<file path="src/rtl/menu_pkg.sv">
// Shared mode codes, increment-FSM state encoding and default timing for the menu key controller.
package menu_pkg;

  localparam logic [7:0] MODE_TIME   = 8'd0;
  localparam logic [7:0] MODE_DATE   = 8'd1;
  localparam logic [7:0] MODE_DAY    = 8'd2;
  localparam logic [7:0] MODE_YEAR   = 8'd3;
  localparam logic [7:0] MODE_PERSON = 8'd4;
  localparam logic [7:0] MODE_AREA   = 8'd5;
  localparam logic [7:0] MODE_SCHED  = 8'd6;
  localparam logic [7:0] MODE_HOUR   = 8'd7;

  typedef enum logic [1:0] {
    StIdle   = 2'd0,
    StHeld   = 2'd1,
    StRepeat = 2'd2
  } inc_state_e;

  // Defaults assume a 50 MHz clock.
  localparam int unsigned DEBOUNCE_CYCLES_DEF = 500000;
  localparam int unsigned NUM_MODES_DEF       = 8;
  localparam int unsigned REPEAT_DELAY_DEF    = 25000000;
  localparam int unsigned REPEAT_PERIOD_DEF   = 10000000;

  function automatic logic mode_has_increment(logic [7:0] sel);
    return (sel == MODE_PERSON) || (sel == MODE_AREA);
  endfunction

endpackage

</file>
<file path="src/rtl/key_debounce.sv">
// One push button: 2-flop synchronizer, counter debounce, accepted level and press pulse.
module key_debounce #(
  parameter int unsigned DEBOUNCE_CYCLES = 4
) (
  input  logic clk_i,
  input  logic rst_i,
  input  logic key_ni,
  output logic level_o,
  output logic press_o
);

  localparam int unsigned CntW = (DEBOUNCE_CYCLES > 1) ? $clog2(DEBOUNCE_CYCLES) : 1;
  localparam logic [CntW-1:0] CntMax = CntW'(DEBOUNCE_CYCLES - 1);

  logic [1:0]      sync_q;
  logic            sample;
  logic            state_q, state_d;
  logic            press_q, press_d;
  logic            armed_q, armed_d;
  logic [CntW-1:0] cnt_q, cnt_d;

  // Synchronizer runs through reset so the key level is known when reset drops.
  always_ff @(posedge clk_i) begin
    sync_q <= {sync_q[0], key_ni};
  end

  assign sample = ~sync_q[1];

  // A key held across reset must be seen released before it can produce a press event.
  always_comb begin
    state_d = state_q;
    cnt_d   = '0;
    press_d = 1'b0;
    armed_d = armed_q | ~sample;
    if (sample != state_q) begin
      if (cnt_q == CntMax) begin
        state_d = sample;
        press_d = sample & armed_q;
      end else begin
        cnt_d = cnt_q + 1'b1;
      end
    end
  end

  always_ff @(posedge clk_i) begin
    if (rst_i) begin
      state_q <= 1'b0;
      press_q <= 1'b0;
      armed_q <= 1'b0;
      cnt_q   <= '0;
    end else begin
      state_q <= state_d;
      press_q <= press_d;
      armed_q <= armed_d;
      cnt_q   <= cnt_d;
    end
  end

  assign level_o = state_q;
  assign press_o = press_q;

endmodule

</file>
<file path="src/rtl/menu_key_controller.sv">
// Menu front end: debounced Next/Prev step the mode Selector, Inc drives gated Increment pulses.
// Define AUTO_REPEAT_EN to enable hold-to-repeat; otherwise one Increment per press.
module menu_key_controller
  import menu_pkg::*;
#(
  parameter int unsigned DEBOUNCE_CYCLES = DEBOUNCE_CYCLES_DEF,
  parameter int unsigned NUM_MODES       = NUM_MODES_DEF,
  parameter int unsigned REPEAT_DELAY    = REPEAT_DELAY_DEF,
  parameter int unsigned REPEAT_PERIOD   = REPEAT_PERIOD_DEF
) (
  input  logic       Clock,
  input  logic       Reset,
  input  logic       KeyNext,
  input  logic       KeyPrev,
  input  logic       KeyInc,
  output logic [7:0] Selector,
  output logic       Increment,
  output logic       ModeChanged
);

  localparam logic [7:0] LastMode = 8'(NUM_MODES - 1);

  logic next_press, prev_press, inc_press, inc_level;
  logic unused_next_level, unused_prev_level;

  key_debounce #(.DEBOUNCE_CYCLES(DEBOUNCE_CYCLES)) u_next (
    .clk_i  (Clock),
    .rst_i  (Reset),
    .key_ni (KeyNext),
    .level_o(unused_next_level),
    .press_o(next_press)
  );

  key_debounce #(.DEBOUNCE_CYCLES(DEBOUNCE_CYCLES)) u_prev (
    .clk_i  (Clock),
    .rst_i  (Reset),
    .key_ni (KeyPrev),
    .level_o(unused_prev_level),
    .press_o(prev_press)
  );

  key_debounce #(.DEBOUNCE_CYCLES(DEBOUNCE_CYCLES)) u_inc (
    .clk_i  (Clock),
    .rst_i  (Reset),
    .key_ni (KeyInc),
    .level_o(inc_level),
    .press_o(inc_press)
  );

  logic [7:0] sel_q, sel_d;
  logic       mode_chg;
  logic       mc_q;
  logic       inc_q;
  logic       fire;
  inc_state_e state_q, state_d;

`ifdef AUTO_REPEAT_EN
  localparam int unsigned RptMax = (REPEAT_DELAY > REPEAT_PERIOD) ? REPEAT_DELAY : REPEAT_PERIOD;
  localparam int unsigned RptW   = $clog2(RptMax + 1);
  localparam logic [RptW-1:0] HoldLast = RptW'(REPEAT_DELAY - 2);
  localparam logic [RptW-1:0] RptLast  = RptW'(REPEAT_PERIOD - 1);

  logic [RptW-1:0] rpt_cnt_q, rpt_cnt_d;
`endif

  // Coincident Next and Prev events cancel each other.
  always_comb begin
    sel_d = sel_q;
    if (next_press && !prev_press) begin
      sel_d = (sel_q == LastMode) ? 8'd0 : sel_q + 8'd1;
    end else if (prev_press && !next_press) begin
      sel_d = (sel_q == 8'd0) ? LastMode : sel_q - 8'd1;
    end
  end

  assign mode_chg = (sel_d != sel_q);

  always_comb begin
    state_d = state_q;
    fire    = 1'b0;
`ifdef AUTO_REPEAT_EN
    rpt_cnt_d = rpt_cnt_q;
`endif
    if (mode_chg) begin
      state_d = StIdle;
    end else begin
      unique case (state_q)
        StIdle: begin
          if (inc_press) begin
            state_d = StHeld;
            fire    = 1'b1;
`ifdef AUTO_REPEAT_EN
            rpt_cnt_d = '0;
`endif
          end
        end
        StHeld: begin
          if (!inc_level) begin
            state_d = StIdle;
          end
`ifdef AUTO_REPEAT_EN
          // The press cycle is hold cycle 0, so the first repeat lands REPEAT_DELAY-1 later.
          else if (rpt_cnt_q == HoldLast) begin
            state_d   = StRepeat;
            rpt_cnt_d = '0;
            fire      = 1'b1;
          end else begin
            rpt_cnt_d = rpt_cnt_q + 1'b1;
          end
`endif
        end
`ifdef AUTO_REPEAT_EN
        StRepeat: begin
          if (!inc_level) begin
            state_d = StIdle;
          end else if (rpt_cnt_q == RptLast) begin
            rpt_cnt_d = '0;
            fire      = 1'b1;
          end else begin
            rpt_cnt_d = rpt_cnt_q + 1'b1;
          end
        end
`endif
        default: state_d = StIdle;
      endcase
    end
  end

  always_ff @(posedge Clock) begin
    if (Reset) begin
      sel_q   <= 8'd0;
      mc_q    <= 1'b0;
      inc_q   <= 1'b0;
      state_q <= StIdle;
`ifdef AUTO_REPEAT_EN
      rpt_cnt_q <= '0;
`endif
    end else begin
      sel_q   <= sel_d;
      mc_q    <= mode_chg;
      inc_q   <= fire & mode_has_increment(sel_q);
      state_q <= state_d;
`ifdef AUTO_REPEAT_EN
      rpt_cnt_q <= rpt_cnt_d;
`endif
    end
  end

  assign Selector    = sel_q;
  assign ModeChanged = mc_q;
  assign Increment   = inc_q;

endmodule

</file>
<file path="config.mk">
export PLATFORM = sky130hd
export DESIGN_NAME = menu_key_controller
export DESIGN_NICKNAME = d
export VERILOG_FILES = /design/src/rtl/menu_pkg.sv /design/src/rtl/key_debounce.sv /design/src/rtl/menu_key_controller.sv
export SDC_FILE = /design/constraint.sdc
export NUM_CORES = 1
export LEC_CHECK = 0
export CAP_MARGIN = 25
export CELL_PAD_IN_SITES_DETAIL_PLACEMENT = 1
export CELL_PAD_IN_SITES_GLOBAL_PLACEMENT = 1
export CORE_ASPECT_RATIO = 2
export CORE_MARGIN = 2
export CORE_UTILIZATION = 40
export DETAILED_ROUTE_END_ITERATION = 10
export GPL_TIMING_DRIVEN = 1
export HOLD_SLACK_MARGIN = 0.12
export PLACE_DENSITY = 0.67
export SETUP_SLACK_MARGIN = 0.05
export SYNTH_ARGS = -nofsm -noshare
export SYNTH_HDL_FRONTEND = slang
export SYNTH_SLANG_ARGS = --single-unit
</file>
<file path="constraint.sdc">
create_clock -name Clock -period 5.77 [get_ports Clock]
set_input_delay 0.8655 -clock Clock [delete_from_list [all_inputs] [get_ports Clock]]
set_output_delay 0.8655 -clock Clock [all_outputs]
set_load 0.02 [all_outputs]
</file>
# --- Word-level counts from Yosys, hierarchy flattened ---
# Index checks and enable logic that the tools add are counted.
op_classes:
  reduce_logical: 18
  n_eq_ne: 13
  bitwise_logic: 16
  add_sub_neg: 5
  mux: 10
ops:
  columns: ["cell", "n"]
  rows:
  - ["$add A19 B1 Y19 const B", 3]
  - ["$eq A19 B19 Y1 const B", 3]
  - ["$mux W8", 4]
  - ["$eq A8 B3 Y1 const B", 3]
  - ["$reduce_or A3 Y1", 6]
  - ["$not A1 Y1", 9]
  - ["$add A8 B1 Y8 const B", 1]
  - ["$logic_not A8 Y1", 1]
  - ["$ne A8 B8 Y1", 1]
  - ["$reduce_and A2 Y1", 4]
  - ["$sub A8 B1 Y8 const B", 1]
  - ["$and A1 B1 Y1", 4]
  - ["$mux W2", 2]
  - ["$pmux W2 S2", 1]
  - ["$mux W1", 3]
  - ["$ne A1 B1 Y1", 3]
  - ["$or A1 B1 Y1", 3]
  - ["$eq A2 B1 Y1 const B", 1]
  - ["$logic_and A1 B1 Y1", 2]
  - ["$logic_not A1 Y1", 2]
  - ["$logic_not A2 Y1", 1]
  - ["$ne A2 B1 Y1 const B", 1]
  - ["$ne A2 B2 Y1 const B", 1]
  - ["$reduce_or A2 Y1", 1]
  - ["$logic_or A1 B1 Y1", 1]
word_totals:
  input_bits: 5
  out_inout_bits: 10
  wordCells: 81
  ff_bits: 84

# --- Longest topological paths before layout ---
# Gate-level depths: netlist of the first run.
depth:
  ltp_word: 7
  mapped_depth: 7
  ltp_nobuf: 6

# --- Hierarchy ---
# A second synthesis of the first run with hierarchy kept.
hier_totals:
  hier_cells: 441
  hier_area_um2: 3968.8
modules_own_cells:
  columns: ["mod", "area_per_inst_um2", "instances", "seq_area_each_um2", "cells_per_inst"]
  rows:
  - ["key_debounce", 1023.5, 3, 480.5, 111]
  - ["menu_key_controller", 898.4, 1, 220.2, 108]

# --- Worst setup path before layout of the first run ---
# OpenSTA, ideal clock, no wires.
synth_path:
  kind: "flip-flop to flip-flop"
  startpoint: "register sel_q[1], in the netlist Selector[1]"
  endpoint: "register sel_q[6], in the netlist Selector[6]"
  path_slack_ns: 3.534
  t_arrival_ns: 2.158
  path_stages_with_launch: 8
  setup_ns: 0.078
  path_buffers: 1
  cell_sequence: "dfxtp_1 -> clkbuf_1 -> inv_1 -> ha_1 -> nor3b_1 -> a311oi_2 -> or4b_1 -> a32oi_1"
synth_between:
  elab_chain_len: 4
synth_lines:
  columns: ["element", "line_no", "text"]
  rows:
  - ["from (decl)", "menu_key_controller.sv:50", "logic [7:0] sel_q, sel_d;"]
  - ["from (signal assigned)", "menu_key_controller.sv:139", "sel_q <= sel_d;"]
  - ["$sub A8 B1 Y8 or $logic_not A8 Y1 (tied branches)", "menu_key_controller.sv:72", "sel_d = (sel_q == 8'd0) ? LastMode : sel_q - 8'd1;"]
  - ["$mux W8", "menu_key_controller.sv:72", null]
  - ["$mux W8", "menu_key_controller.sv:71", "end else if (prev_press && !next_press) begin"]
  - ["$mux W8 *", "menu_key_controller.sv:69", "if (next_press && !prev_press) begin"]
# Mark *: on every way between the ends. The rest lies on a longest branch, timed or not.
# A chain may end at the register's enable or synchronous reset.

# --- Final worst setup path of the first run ---
layout_path:
  startpoint: "register sel_q[2], in the netlist Selector[2]"
  endpoint: "output Selector[2]"
layout_lines:
  columns: ["element", "line_no", "text"]
  rows:
  - ["to (decl)", "menu_key_controller.sv:16", "output logic [7:0] Selector,"]
# No word-level cell between the ends.

==> flow_summary_export.csv, run 1 <==
group,metric,value,unit
outcome,outcome,"finished, final reports clean",
worst_setup_path,slowest_delay,0.72,ns
worst_setup_path,cp_top_family,"buffers and inverters",
grt,grtUsageMet3,3.69,%
clock_tree,cts_made_buffers,9,
grt,grt_max_degree,20,
synth,synth_cells,455,
clock_tree,cts-htree-levels,3,
grt,grt_pass1_wl,16300,um
timing,hold_viol_final,0,
clock_tree,ctsHoldBuffers,0,
routing,drt_wl_total,9380,um
power_and_ir_drop,p_leak,0.00144,uW
synth,yosysSeqAreaShare,42.3,%
grt,gr-total-overflow,0,
clock_tree,clockBufferDepth,2,
grt,gr-usage-met1,20.3,%
clock_tree,clock_latency,0.33,ns
synth,synth.top_cells.by_count,"dfxtp_1 (83), nor2_1 (65), xor2_1 (29), nand3_1 (28), a21oi_1 (25)",
synth,synth_edf_count,0,
timing,fin_crit,2.61,ns
synth,synth_most_common_cell,"dfxtp_1",
worst_setup_path,cp_cell_sequence,"clkdlybuf4s50_1",
timing,period_share,45.2,%
synth,avgSynthCellArea,8.63,um2
clock_tree,cts-resized-gates,0,
routing,detail_route.wl_per_cell,15.7,um
routing,routed_via_density,5.67,
place,portBuffers,14,
floorplanning,die_x,74.1,um
finish,fin_nets,474,
clock_tree,cts_setup_buffers,0,
grt,grt_antenna_before_repair,0,
synth,async_flop_share,0,%
hold_path,hold_path.class,"reg2reg",
timing,slew-limit-headroom,49.7,%
worst_setup_path,crit_slowest_cell,"clkdlybuf4s50_1",
floorplanning,die_area,10700,um2
timing,rsz0062_at_grt,"no",
place,placed_cell_area,4160,um2
worst_setup_path,cp.required,4.90,ns
finish,fin_area,4490,um2
worst_setup_path,worstSetupStartpointType,"flop",
job,drv_cap,0,
floorplanning,row_count,51,
timing,slew_violations,0,
routing,dr.pass1.iters,4,
grt,grt-busiest-layer,"met2",
finish,n_fill_cell,1114,
routing,drt_iter0_markers,132,
power_and_ir_drop,ir_drop,0.271,mV
timing,worst_pin_slew,0.744,ns
timing,finalSetupTns,0,ns
synth,synth_top_area_share,42.3,%
grt,met2_usage,35.4,%
synth,ys.flop_type,"dfxtp_1",
floorplanning,pin_count,15,
synth,yosysUniqueCellTypes,57,
worst_setup_path,worst_ep_arrival_time,1.74,ns
worst_setup_path,crit_path_end_kind,"output port",
routing,route.detailed.drc,0,
finish,drive_gt1_share,6.00,%
routing,ant_nets,0,
grt,grt_pass1_vias,3513,
worst_setup_path,critPathBufInv,1,
grt,grt_usage,19.3,%
clock_tree,clk_transition_reported_paths,0.06,ns
synth,ys_ff_latch,83,
clock_tree,clockRootBuffer,"clkbuf_16",
clock_tree,cts_tree,"done",
synth,synth_area,3930,um2
synth,yosysWarnings,0,
timing,clock_skew,0.00938,ns
power_and_ir_drop,power_density,280,nW/um2
finish,syn_to_final_growth,14.3,%
floorplanning,start_util,40.8,%
timing,finalSetupViolations,0,
routing,vias,3396,
synth,netlist_top_cells_area,"dfxtp_1 (42%), xor2_1 (6.5%), nor2_1 (6.2%), nand3_1 (3.6%), a21oi_1 (3.2%)",
worst_setup_path,worstPathMaxFanout,18,
timing,max_freq,383,MHz
synth,syn_nets,467,
floorplanning,die_h,144,um
clock_tree,clock_sinks,83,
synth,synth_area_leader_cell,"dfxtp_1",
place,dp_hpwl,6770,um
floorplanning,core_area,9640,um2
worst_setup_path,critPathKind,"reg2out",
place,gp_congestion,0.887,
finish,n_antenna_cell,0,
==> worst paths after layout <==
| check | from | cells past startpoint | end | slack (ns) |
|---|---|---|---|---|
| max | Selector[2] | 1 | Selector[2] | 3.16 |
| min | u_next.sync_q[0] | 0 | u_next.sync_q[1] | 0.33 |
| max reg2reg | Selector[0] | 6 | state_q[0] | 3.41 |
| min reg2reg | u_next.sync_q[0] | 0 | u_next.sync_q[1] | 0.33 |
==> sequential cells by signal, summed over array words and instances, names as in the netlist <==
name	cells
u_inc.cnt_q	19
u_next.cnt_q	19
u_prev.cnt_q	19
Selector	8
u_inc.sync_q	2
u_next.sync_q	2
u_prev.sync_q	2
Increment	1
ModeChanged	1
state_q	1
u_inc.armed_q	1
u_inc.level_o	1
u_inc.press_o	1
u_next.armed_q	1
u_next.level_o	1
u_next.press_o	1
u_prev.armed_q	1
u_prev.level_o	1
u_prev.press_o	1
==> cell families after synthesis <==
group	after synthesis	share of synthesized area, %
multiplexers	4	1.08
XOR/XNOR	38	8.47
adder cells (fa/ha/maj)	7	2.23
AO/OA/AOI/OAI	79	13.4
AND/OR/NAND/NOR	212	29.1
buffers and inverters	32	3.34
flip-flops	83	42.3
==> stage by stage <==
stage / std cells / total power, uW / hold slack (ns) / util (%) / setup WS [ns]
final: 599 / 1260 / 0.329 / 46.6 / 3.16
after global routing: 599 / 1310 / 0.342 / 46.6 / 3.09
after CTS: 599 / 1280 / 0.332 / 46.6 / 3.17
after detailed placement: 583 / 645 / 0.318 / 43.2 / 3.19
after global placement: 583 / 644 / 0.326 / 43.2 / 3.22
after floorplan: 455 / 629 / 0.310 / - / 3.53
==> report_power, final <==
group | internal [uW] | switching (uW) | leakage [uW]
Sequential | 581 | 10.1 | 0.000673
Clock | 402 | 226 | 0.000159
Combinational | 16.3 | 24.8 | 0.000609
==> cell type report <==
cell class | count | area [um2] | share of cell area [%]
clock buffers | 12 | 256 | 5.71
clock inverters | 4 | 72.6 | 1.62
inverters | 12 | 45.0 | 1.00
multi-input cells | 340 | 2140 | 47.5
flip-flops and latches | 83 | 1660 | 37.0
well taps | 132 | 165 | 3.68
repair buffers | 16 | 155 | 3.45
==> cell usage in the layout (no fill, tap or decap), drive strengths merged, types with 7 or more instances in the layout <==
cell           instances
nand4                 20
or3                   15
a21oi                 25
nor2                  65
nand3                 29
or4                    8
o31ai                  8
inv                   12
and4                  10
xor2                  29
nor3                   8
clkdlybuf4s50         14
o21ai                 19
clkbuf                12
ha                     7
xnor2                  9
dfxtp                 83
nor4                   9
nand2                 21
==> per-layer routing <==
layer / part of all wire [%] / routed length (um)
met2: 56 / 5250
met4: 3.4 / 321
met5: 0 / 0
met3: 2.0 / 188
met1: 39 / 3630
==> worst reg2reg max path: stages (launching register included) <==
cell      delay, ns
dfxtp_1        0.49
inv_1          0.19
ha_1           0.37
xor2_1         0.20
nor4b_1        0.55
o21ai_0        0.16
a221oi_1       0.30
Note: power is estimated with default switching activity, not from simulation.
==> run 2: changes to the inputs <==
==> constraint.sdc (replaced) <==
create_clock -name Clock -period 2.6 [get_ports Clock]
set_input_delay 0.39 -clock Clock [delete_from_list [all_inputs] [get_ports Clock]]
set_output_delay 0.39 -clock Clock [all_outputs]
set_load 0.02 [all_outputs]
==> run 2 against run 1 <==
Clock power grew 110%. Highest routed layer unchanged. Register-to-register slack lost 3.1 ns. First-iteration DRC count grew 9.8%. Routed wire length shrank 1.4%. Final area grew 0.70%. Sequential power grew 120%. Combinational power grew 150%. Core utilization grew 0.32 points. Power grew 120%. Worst hold slack gained 0.0018 ns. Critical endpoint is now Selector[6]. Via count grew 0.27%.
==> flow_summary_export.csv, run 2 (synthesized netlist as in run 1, its figures left out) <==
group,metric,value,unit
routing,drt_wl_total,9250,um
timing,period_share,89.9,%
finish,fin_util,46.9,%
clock_tree,clockBufferDepth,2,
finish,reg_top3,"u_inc.cnt_q: 19 flops, u_next.cnt_q: 19 flops, u_prev.cnt_q: 19 flops",
grt,grt_antenna_before_repair,0,
worst_setup_path,crit_path_end_kind,"flop",
clock_tree,clk_transition_reported_paths,0.07,ns
floorplanning,pin_count,15,
power_and_ir_drop,ir_drop,0.410,mV
finish,drive_gt1_share,7.19,%
worst_setup_path,worst_ep_arrival_time,2.60,ns
grt,grt_pass1_vias,3534,
timing,rsz0062_at_grt,"no",
grt,gr-total-overflow,0,
worst_setup_path,worstPathMaxFanout,9,
grt,grt_max_degree,20,
floorplanning,core_area,9640,um2
place,gp_congestion,0.814,
finish,n_antenna_cell,0,
outcome,outcome,"finished, final reports clean",
floorplanning,die_h,144,um
place,dp_hpwl,6800,um
clock_tree,cts_made_buffers,9,
clock_tree,clockRootBuffer,"clkbuf_16",
job,drv_cap,0,
timing,clock_skew,0.0132,ns
floorplanning,die_x,74.1,um
routing,detail_route.wl_per_cell,15.3,um
clock_tree,cts-resized-gates,0,
hold_path,hold_path.class,"reg2reg",
worst_setup_path,worstSetupStartpointType,"flop",
power_and_ir_drop,p_leak,0.00146,uW
routing,ant_nets,0,
power_and_ir_drop,power_density,608,nW/um2
clock_tree,clock_latency,0.34,ns
finish,layout_common_cells,"dfxtp_1 (83), nor2_1 (65), xor2_1 (29)",
finish,fin_nets,480,
timing,slew_violations,0,
worst_setup_path,cp.required,2.87,ns
timing,fin_crit,2.34,ns
clock_tree,clock_sinks,83,
floorplanning,die_area,10700,um2
grt,grt_usage,19.0,%
clock_tree,cts-htree-levels,3,
finish,fin_cells,605,
timing,worst_pin_slew,0.682,ns
clock_tree,ctsHoldBuffers,0,
clock_tree,cts_tree,"done",
clock_tree,cts_setup_buffers,0,
timing,max_freq,428,MHz
routing,route.detailed.drc,0,
routing,routed_via_density,5.63,
timing,finalSetupViolations,0,
floorplanning,row_count,51,
timing,hold_viol_final,0,
grt,grt_pass1_wl,16100,um
grt,grt-busiest-layer,"met2",
place,portBuffers,14,
finish,layout_commonest_cell,"dfxtp_1",
routing,dr.pass1.iters,4,
timing,finalSetupTns,0,ns
grt,gr-usage-met1,19.9,%
routing,drt_iter0_markers,145,
grt,met2_usage,35.3,%
floorplanning,start_util,40.8,%
worst_setup_path,critPathKind,"reg2reg",
place,dp_cells,589,
routing,vias,3405,
timing,slew-limit-headroom,54.1,%
grt,grtUsageMet3,3.34,%
finish,syn_to_final_growth,15.1,%
==> run 2: cell count changes in the layout (fill, tap and decap cells not counted), sizes merged <==
cell      change
buf           +6
clkinv        -1
clkbuf        +1
clkinvlp      +1
bufinv        -1
==> run 2: through the flow <==
stage | setup WS [ns] | hold WS [ns] | power (uW) | instance area [um2]
after global placement | 0.374 | 0.320 | 1430 | 4210
after global routing | 0.114 | 0.341 | 2840 | 4520
after floorplan | 0.364 | 0.310 | 1400 | 3930
final | 0.262 | 0.331 | 2750 | 4520
after detailed placement | 0.307 | 0.316 | 1440 | 4210
after CTS | 0.271 | 0.330 | 2780 | 4520
==> run 2: cell type report <==
class	count	area, um2
fill	1130	5110
multi-input combinational	340	2140
sequential	83	1660
clock buffer	13	270
timing repair buffer	22	200
tap	132	165
clock inverter	3	45.0
inverter	12	45.0
==> run 2: worst max-delay path, cell delays in order (launching register included) <==
cell      delay, ns
dfxtp_1        0.49
inv_1          0.18
ha_1           0.27
nor3b_1        0.19
a311oi_2       0.51
or4b_1         0.48
a32oi_1        0.14
==> run 2: layer usage <==
metal / routed length, um / vias up
met5: 0 / -
met4: 248 / 0
met3: 171 / 22
met2: 5180 / 40
met1: 3650 / 1665
li1: - / 1678
==> run 2: final timing paths <==
path         slack [ns]  cells past startpoint             start                to
max                0.26                      6       Selector[0]       Selector[6]
min                0.33                      0  u_next.sync_q[0]  u_next.sync_q[1]
max reg2reg        0.26                      6       Selector[0]       Selector[6]
min reg2reg        0.33                      0  u_next.sync_q[0]  u_next.sync_q[1]
==> run 2: power breakdown <==
part	total (uW)	internal [uW]	switching, uW
combinational	102	41.0	60.9
sequential	1300	1290	16.6
clock	1340	824	517
total	2750	2150	595
==> run 3: changes to the inputs <==
--- a/config.mk
+++ b/config.mk
@@ -5,6 +5,7 @@
 export SDC_FILE = /design/constraint.sdc
 export NUM_CORES = 1
 export LEC_CHECK = 0
+export ABC_AREA = 1
 export CAP_MARGIN = 25
 export CELL_PAD_IN_SITES_DETAIL_PLACEMENT = 1
 export CELL_PAD_IN_SITES_GLOBAL_PLACEMENT = 1
@@ -14,7 +15,7 @@
 export DETAILED_ROUTE_END_ITERATION = 10
 export GPL_TIMING_DRIVEN = 1
 export HOLD_SLACK_MARGIN = 0.12
-export PLACE_DENSITY = 0.67
+export PLACE_DENSITY = 0.69
 export SETUP_SLACK_MARGIN = 0.05
 export SYNTH_ARGS = -nofsm -noshare
 export SYNTH_HDL_FRONTEND = slang
==> run 3 against run 2 <==
Fmax up 21%. Die area up 1.1%. Setup slack better by 0.40 ns. First-iteration DRC count down 47%. Sequential share of layout area down 0.16 points.
==> flow_summary_export.csv, run 3 <==
group,metric,value,unit
clock_tree,clockBufferDepth,2,
finish,n_fill_cell,1277,
routing,dr.pass1.iters,4,
worst_setup_path,cp.required,2.21,ns
synth,synth_top_area_share,41.8,%
worst_setup_path,crit_slowest_cell,"clkdlybuf4s50_1",
floorplanning,row_count,51,
worst_setup_path,cp_cell_sequence,"clkdlybuf4s50_1",
power_and_ir_drop,ir_drop,0.474,mV
timing,finalSetupTns,0,ns
synth,syn_nets,552,
outcome,outcome,"finished, final reports clean",
worst_setup_path,worstSetupStartpointType,"flop",
synth,synth_area,3970,um2
routing,vias,3430,
synth,ys_ff_latch,83,
routing,drt_wl_total,9060,um
clock_tree,clk_transition_reported_paths,0.06,ns
worst_setup_path,critPathBufInv,1,
synth,avgSynthCellArea,7.36,um2
finish,reg_top3,"u_inc.cnt_q: 19 flops, u_next.cnt_q: 19 flops, u_prev.cnt_q: 19 flops",
grt,grt_antenna_before_repair,0,
worst_setup_path,worst_ep_arrival_time,1.55,ns
place,dp_hpwl,7070,um
routing,routed_via_density,4.90,
synth,synth_area_leader_cell,"dfxtp_1",
grt,gr-total-overflow,0,
power_and_ir_drop,seqPwrFrac,51.4,%
synth,synth_cells,540,
place,dp_cells,684,
hold_path,hold_end,"u_prev.sync_q[1]",
clock_tree,cts_setup_buffers,0,
worst_setup_path,rr_endpoint,"u_prev.cnt_q[14]",
synth,synth_most_common_cell,"nand2_1",
finish,layout_commonest_cell,"nand2_1",
finish,drive_gt1_share,10.9,%
finish,n_antenna_cell,0,
clock_tree,cts-resized-gates,0,
clock_tree,clockRootBuffer,"clkbuf_16",
power_and_ir_drop,net-switching-power,541,uW
synth,synth_edf_count,0,
clock_tree,ctsHoldBuffers,0,
clock_tree,cts_made_buffers,9,
clock_tree,clock_latency,0.34,ns
grt,grt_usage,18.3,%
place,gp_congestion,0.821,
power_and_ir_drop,switching_share,21.5,%
hold_path,hold_path.class,"reg2reg",
hold_path,holdPathStages,0,
grt,grt_pass1_wl,15500,um
synth,yosysWarnings,0,
worst_setup_path,worstPathMaxFanout,10,
synth,async_flop_share,0,%
routing,route.detailed.drc,0,
floorplanning,die_x,74.5,um
synth,synth.top_cells.by_count,"nand2_1 (111), dfxtp_1 (83), nor2_1 (79), inv_1 (65), xor2_1 (31)",
place,portBuffers,14,
job,drv_cap,0,
clock_tree,cts_tree,"done",
power_and_ir_drop,power_density,554,nW/um2
synth,netlist_top_cells_area,"dfxtp_1 (42%), nand2_1 (10%), nor2_1 (7.5%), xor2_1 (6.8%), inv_1 (6.1%)",
finish,layout_common_cells,"nand2_1 (111), dfxtp_1 (83), nor2_1 (79)",
synth,yosysUniqueCellTypes,35,
hold_path,holdCritStartpoint,"u_prev.sync_q[0]",
power_and_ir_drop,p_leak,0.00181,uW
power_and_ir_drop,pwr-share-clk,46.6,%
timing,period_share,74.4,%
grt,grt_pass1_vias,3600,
worst_setup_path,reg2reg_depth,10,
power_and_ir_drop,combPwrFrac,2.0,%
floorplanning,die_area,10800,um2
worst_setup_path,cp_top_family,"buffers and inverters",
routing,ant_nets,0,
clock_tree,clock_sinks,83,
timing,rsz0062_at_grt,"no",
worst_setup_path,rr_startpoint,"u_prev.cnt_q[0]",
timing,hold_viol_final,0,
routing,detail_route.wl_per_cell,12.9,um
timing,worst_pin_slew,0.365,ns
timing,finalSetupViolations,0,
worst_setup_path,crit_path_end_kind,"output port",
routing,drt_iter0_markers,77,
timing,fin_crit,1.94,ns
synth,ys.flop_type,"dfxtp_1",
worst_setup_path,rrSetupSlack,0.71,ns
floorplanning,die_h,145,um
finish,fin_cells,700,
timing,slew_violations,0,
worst_setup_path,critPathKind,"reg2out",
finish,fin_nets,575,
floorplanning,core_area,9700,um2
clock_tree,cts-htree-levels,3,
finish,syn_to_final_growth,14.3,%
worst_setup_path,slowest_delay,0.68,ns
timing,slew-limit-headroom,75.5,%
floorplanning,start_util,41.0,%
synth,yosysSeqAreaShare,41.8,%
floorplanning,pin_count,15,
timing,clock_skew,0.00863,ns
grt,grt_max_degree,18,
timing,max_freq,517,MHz
power_and_ir_drop,internal_power,1970,uW
## run 3: cell types whose count changed in the layout (fill, tap and decap cells not counted), moves of 6 or more
| cell | change |
|---|---|
| nor2_2 | +12 |
| nor3_1 | +7 |
| inv_1 | +53 |
| o31ai_1 | -8 |
| nand2_1 | +90 |
| inv_2 | +14 |
| or4_1 | -8 |
| xnor2_1 | -6 |
| nand4_1 | -9 |
| nor2_1 | +14 |
| o21ai_0 | -8 |
| or3_1 | -14 |
| and4_1 | -10 |
## run 3: metal layers
metal	wire [um]	vias up	global-route usage [%]
li1	-	1749	-
met2	5380	24	35.3
met1	3340	1646	17.2
met3	156	11	4.31
met4	184	0	7.32
met5	0	-	0
## run 3: worst max path at each step
| stage | start | slack [ns] | depth (start not counted) | end |
|---|---|---|---|---|
| finish | Selector[2] | 0.66 | 1 | Selector[2] |
| global route | u_prev.cnt_q[0] | 0.46 | 10 | u_prev.cnt_q[14] |
| CTS | Selector[2] | 0.65 | 1 | Selector[2] |
| detailed placement | u_prev.cnt_q[0] | 0.68 | 10 | u_prev.cnt_q[14] |
| global placement | u_prev.cnt_q[0] | 0.77 | 10 | u_prev.cnt_q[14] |
| floorplan | Selector[0] | 0.86 | 11 | Increment |
## run 3: area by class of cell
cell class              count  area [um2]  share of cell area [%]
clock inverters             4        26.3                   0.578
inverters                  79         297                    6.53
repair buffers             17         163                    3.58
clock buffers              12         246                    5.43
well taps                 132         165                    3.64
flip-flops and latches     83        1660                    36.6
multi-input cells         373        1980                    43.7
## run 3: per-stage QoR
stage / total power, uW / hold slack [ns] / util [%] / instance area (um2) / setup WS, ns
after floorplan: 1350 / 0.310 / - / 3970 / 0.860
after global placement: 1370 / 0.311 / 44.0 / 4270 / 0.774
after detailed placement: 1370 / 0.315 / 44.0 / 4270 / 0.680
after CTS: 2570 / 0.329 / 46.8 / 4540 / 0.648
after global routing: 2630 / 0.332 / 46.8 / 4540 / 0.465
final: 2510 / 0.325 / 46.8 / 4540 / 0.664
## run 3: cell families after synthesis
logic type / Yosys count / synth area share (%)
simple gates: 294 / 35.2
compound gates: 38 / 5.01
fa+ha+maj: 7 / 2.20
buf+inv: 84 / 8.25
xor+xnor: 34 / 7.49
flops: 83 / 41.8
## run 3: power by group through the flow
stage / Clock, uW / Combinational, uW / Sequential (uW)
final: 1170 / 49.1 / 1290
after global routing: 1280 / 56.8 / 1290
after detailed placement: 0 / 50.5 / 1320
after CTS: 1220 / 51.1 / 1290
after global placement: 0 / 48.4 / 1320
after floorplan: 0 / 31.2 / 1320
